### src/rtl/pwm_multi_gen.sv
// Multi-channel PWM generator: shared prescaler and period counter (edge or center
// aligned), per-channel shadowed duty registers adjusted by synchronized buttons.
module pwm_lane #(
    parameter int CNT_W = 8,
    parameter int STEP  = 1
) (
    input  logic             clk,
    input  logic             rst_n,
    input  logic             ena,
    input  logic             inc,
    input  logic             dec,
    input  logic             load,
    input  logic [CNT_W-1:0] cnt,
    output logic             pwm
);
    localparam logic [CNT_W:0] STEP_X = (CNT_W+1)'(STEP);
    localparam logic [CNT_W:0] MAX_X  = (CNT_W+1)'((1 << CNT_W) - 1);

    logic [CNT_W-1:0] shadow, active;
    logic [CNT_W:0]   inc_sum;

    assign inc_sum = {1'b0, shadow} + STEP_X;

    always_ff @(posedge clk or negedge rst_n) begin
        if (!rst_n) begin
            shadow <= '0;
            active <= '0;
            pwm    <= 1'b0;
        end else begin
            // Saturating updates; simultaneous inc/dec cancel out
            if (inc && !dec)
                shadow <= (inc_sum > MAX_X) ? MAX_X[CNT_W-1:0] : inc_sum[CNT_W-1:0];
            else if (dec && !inc)
                shadow <= ({1'b0, shadow} < STEP_X) ? '0 : shadow - STEP_X[CNT_W-1:0];
            if (load)
                active <= shadow;
            pwm <= ena && (cnt < active);
        end
    end
endmodule

module pwm_multi_gen #(
    parameter int N_CH  = 4,
    parameter int CNT_W = 8,
    parameter int DIV_W = 6,
    parameter int STEP  = 1,
    localparam int SEL_W = (N_CH > 1) ? $clog2(N_CH) : 1
) (
    input  logic             clk,
    input  logic             rst_n,
    input  logic             ena,
    input  logic             increase_duty,
    input  logic             decrease_duty,
    input  logic [SEL_W-1:0] ch_sel,
    input  logic [DIV_W-1:0] divisor,
    input  logic             center_mode,
    output logic [N_CH-1:0]  pwm_out,
    output logic             period_tick
);
    localparam logic       UP  = 1'b0;
    localparam logic       DOWN = 1'b1;
    localparam logic [CNT_W-1:0] CNT_MAX = CNT_W'((1 << CNT_W) - 1);

    logic [2:0]       inc_sync, dec_sync;
    logic             inc_ev, dec_ev;
    logic [DIV_W-1:0] pre_cnt, div_lat, div_eff;
    logic             tick, period_start;
    logic [CNT_W-1:0] cnt;
    logic             state, mode;

    // Two synchronizer flops plus one history flop for rising-edge detection
    always_ff @(posedge clk or negedge rst_n) begin
        if (!rst_n) begin
            inc_sync <= '0;
            dec_sync <= '0;
        end else begin
            inc_sync <= {inc_sync[1:0], increase_duty};
            dec_sync <= {dec_sync[1:0], decrease_duty};
        end
    end

    assign inc_ev = ena && inc_sync[1] && !inc_sync[2];
    assign dec_ev = ena && dec_sync[1] && !dec_sync[2];

    // Divisor is taken live at the start of each prescaler cycle, then held
    assign div_eff = (pre_cnt == '0) ? divisor : div_lat;
    assign tick    = ena && (pre_cnt == div_eff);

    always_ff @(posedge clk or negedge rst_n) begin
        if (!rst_n) begin
            pre_cnt <= '0;
            div_lat <= '0;
        end else if (ena) begin
            if (pre_cnt == '0)
                div_lat <= divisor;
            pre_cnt <= tick ? '0 : pre_cnt + DIV_W'(1);
        end
    end

    // Period starts on the tick that moves the counter into 0
    assign period_start = tick && (mode ? (state == DOWN && cnt == CNT_W'(1))
                                        : (cnt == CNT_MAX));

    always_ff @(posedge clk or negedge rst_n) begin
        if (!rst_n) begin
            cnt         <= '0;
            state       <= UP;
            mode        <= 1'b0;
            period_tick <= 1'b0;
        end else begin
            period_tick <= period_start;
            if (tick) begin
                if (!mode)
                    cnt <= cnt + CNT_W'(1);
                else if (state == UP) begin
                    if (cnt == CNT_MAX) state <= DOWN;
                    else                cnt   <= cnt + CNT_W'(1);
                end else begin
                    if (cnt == '0) state <= UP;
                    else           cnt   <= cnt - CNT_W'(1);
                end
                if (period_start) begin
                    mode <= center_mode;
                    if (center_mode != mode) state <= UP;
                end
            end
        end
    end

    for (genvar i = 0; i < N_CH; i++) begin : g_lane
        pwm_lane #(.CNT_W(CNT_W), .STEP(STEP)) u_lane (
            .clk  (clk),
            .rst_n(rst_n),
            .ena  (ena),
            .inc  (inc_ev && ch_sel == SEL_W'(i)),
            .dec  (dec_ev && ch_sel == SEL_W'(i)),
            .load (period_start),
            .cnt  (cnt),
            .pwm  (pwm_out[i])
        );
    end
endmodule

### config.mk
export PLATFORM = sky130hd
export DESIGN_NAME = pwm_multi_gen
export DESIGN_NICKNAME = d
export VERILOG_FILES = /design/src/rtl/pwm_multi_gen.sv
export SDC_FILE = /design/constraint.sdc
export NUM_CORES = 1
export LEC_CHECK = 0
export BUFFER_PORTS_ARGS = -buffer_cell sky130_fd_sc_hd__buf_2
export CAP_MARGIN = 20
export CORE_ASPECT_RATIO = 1.5
export CORE_MARGIN = 5
export CORE_UTILIZATION = 60
export DETAILED_ROUTE_END_ITERATION = 12
export PLACE_DENSITY_LB_ADDON = 0.15
export SLEW_MARGIN = 20
export SYNTH_ARGS = -nofsm -noshare
export SYNTH_HDL_FRONTEND = slang
export SYNTH_SLANG_ARGS = --single-unit
### constraint.sdc
create_clock -name clk -period 3.05 [get_ports clk]
set_input_delay 0.4575 -clock clk [delete_from_list [all_inputs] [get_ports clk]]
set_output_delay 0.4575 -clock clk [all_outputs]
set_load 0.01 [all_outputs]
==> results.json <==
{
  "outcome": "finished, final reports clean",
  "slew_viol_final": 0,
  "crit_required_ns": 3.28,
  "syn_to_final_growth_pct": 7.76,
  "numPortBuffers": 18,
  "grt_pass1_wl_microns": 25100,
  "stdcell_count": 901,
  "synth_top_area_cell": "dfrtp_1",
  "synth_most_common_cell": "dfrtp_1",
  "dr.pass1.iters": 5,
  "grt_start_max_net_pins": 53,
  "start_kind": "flop",
  "finalCriticalPeriod_ns": 2.88,
  "setup_slack_ns": 0.172,
  "maxCapViolations": 0,
  "synth_flop_cell": "dfrtp_1",
  "clkLatencyLatePin_ns": 0.34,
  "wl_per_cell_microns": 16.2,
  "synthArstFlopShare_pct": 100,
  "drt_wl_total_microns": 14600,
  "post-cts-setup-buffers": 0,
  "critPathKind": "flop to flop",
  "p_total_uw": 5170,
  "antenna_found_initial": 0,
  "max_slew_margin_pct": 51.3,
  "clk_pin_slew_worst_paths_ns": 0.07,
  "synth_edf_count": 0,
  "grt_pass1_vias": 5352,
  "fmax_mhz": 347,
  "place_congestion": 0.890,
  "via_count": 5515,
  "synth_common_cells": "dfrtp_1, nor2_1, nand2_1",
  "crit_path_start": "pre_cnt[0]",
  "row_count": 46,
  "remaining_drc_errors": 0,
  "synth.avg_cell_area_sq_um": 8.76,
  "cts_max_level": 3,
  "grt.overflow.total": 0,
  "crit_chain": "inv_1 > ha_1 > or4b_1 > nor2_1 > mux2i_1 > o21ai_1 > nor3_4 > buf_12 > mux2_2",
  "syn_area_sq_um": 6580,
  "arrival_ns": 3.10,
  "synth_cells": 751,
  "fp.dieW_microns": 95.5,
  "die_area_sq_um": 13200,
  "finClkSkew_ns": 0.00661,
  "ctsHoldBuffers": 0,
  "hpwl_microns": 10600,
  "slowest_delay_ns": 0.54,
  "ir_worst_vdd_v": 0.000511,
  "cts_sinks": 97,
  "min_path_type": "input port to async pin",
  "fin_area_sq_um": 7090,
  "rsz0062_at_grt": "no",
  "ys_types": 63,
  "fin_crit_sh_pct": 94.4,
  "critPathSlowestCell": "or4b_1",
  "dp.cells": 886,
  "p_per_area_nw_per_um2": 729,
  "final_layout_size_suffix_gt1_share_pct": 11.5,
  "grt.total_usage_pct": 23.4,
  "start_util_pct": 61.8,
  "synth_area_leaders": "dfrtp_1, ha_1, mux2_2, o21ai_0, nor2_1",
  "path_max_fanout": 34,
  "diodes": 0,
  "critPathCaptureType": "flop",
  "postRouteAntennaNets": 0,
  "tritoncts": "built",
  "setup_violations": 0,
  "tightest_slew_ns": 0.729,
  "synth_top_area_share_pct": 36.9,
  "die_y_microns": 138,
  "core_sq_um": 10600,
  "yosysWarningCount": 0,
  "cts-root-buf": "clkbuf_16",
  "ys_ff_latch": 97,
  "synth.net_count": 814,
  "rr_startpoint": "pre_cnt[0]",
  "vias_per_cell": 6.12,
  "placed_cell_area_sq_um": 6790,
  "yosysSeqAreaShare_pct": 36.9,
  "layout.nets": 816,
  "clockBufferDepth": 2,
  "cts_resized": 0,
  "finalHoldViolCount": 0,
  "leakage_uw": 0.00324,
  "cts_made_buffers": 9,
  "drt_iter0_markers": 261,
  "io_pins": 19,
  "place_ws_ns": 0.198,
  "tns_ns": 0
}
## critical path, delay by kind of cell, from the launching register on
kind                       cells  cell delay, ns
AOI/OAI and AO/OA              1            0.14
adders and majority gates      1            0.16
buffers and inverters          2            0.37
DFF                            1            0.42
muxes                          2            0.63
and+or+nand+nor                3            1.03
## kinds of logic (layout without fill, tap and decap cells)
group / count (synthesis) / after routing / synth area share [%]
fa+ha+maj: 50 / 50 / 9.47
compound gates: 181 / 181 / 17.9
simple gates: 261 / 261 / 19.7
flops: 97 / 97 / 36.9
xor+xnor: 15 / 15 / 2.00
mux: 46 / 46 / 7.65
buf+inv: 101 / 107 / 6.41
## sequential cells by signal (all words and copies together), names as in the netlist
register,flops
g_lane.u_lane.active,32
inc_sync,3
div_lat,6
g_lane.u_lane.shadow,32
dec_sync,3
cnt,8
pre_cnt,6
state,1
mode,1
g_lane.u_lane.pwm,4
period_tick,1
## layout by cell type (no fill, tap or decap), drive strengths merged, types with 15 or more instances in the layout
cell type,netlist,final
a21oi,23,23
nand2,63,63
buf,12,34
nand3,21,21
nor2,69,69
ha,49,49
o21ai,58,58
dfrtp,97,97
mux2,34,34
inv,58,58
nor3,26,26
a31oi,15,15
nand2b,18,18
## final timing paths
kind | cells after the start | slack (ns) | endpoint
min reg2reg | 0 | 0.35 | inc_sync[1]
max in group asynchronous | 2 | 2.24 | g_lane[2].u_lane.active[1]
max | 9 | 0.17 | g_lane[3].u_lane.active[3]
min in group clk | 1 | 0.22 | inc_sync[0]
max reg2reg | 9 | 0.17 | g_lane[3].u_lane.active[3]
min | 1 | 0.12 | div_lat[5]
## report_power, final
group	switching, uW	internal (uW)	total, uW
Sequential	521	1530	2050
Combinational	1090	894	1980
Clock	460	673	1130
## per-layer routing
layer	part of all wire (%)	wire length (microns)	global-route usage [%]
met1	42	6170	28.8
met2	52	7560	40.8
met3	3.7	542	4.07
met4	2.3	330	7.50
met5	0	0	0
## area by class of cell
| cell class | instances | area (sq um) |
|---|---|---|
| Fill cell | 876 | 3560 |
| Inverter | 58 | 218 |
| Clock inverter | 3 | 40.0 |
| Multi-Input combinational cell | 553 | 3730 |
| Clock buffer | 12 | 256 |
| Timing Repair Buffer | 34 | 238 |
| Sequential cell | 97 | 2430 |
| Tap cell | 144 | 180 |
## through the flow
stage          hold slack [ns]  utilization (%)
2_1_floorplan            0.162                -
3_3_place_gp             0.332             63.8
3_5_place_dp             0.335             63.8
4_1_cts                  0.131             66.6
5_1_grt                  0.163             66.6
6_report                 0.117             66.6
No activity file was read; power rests on OpenSTA's default activity.
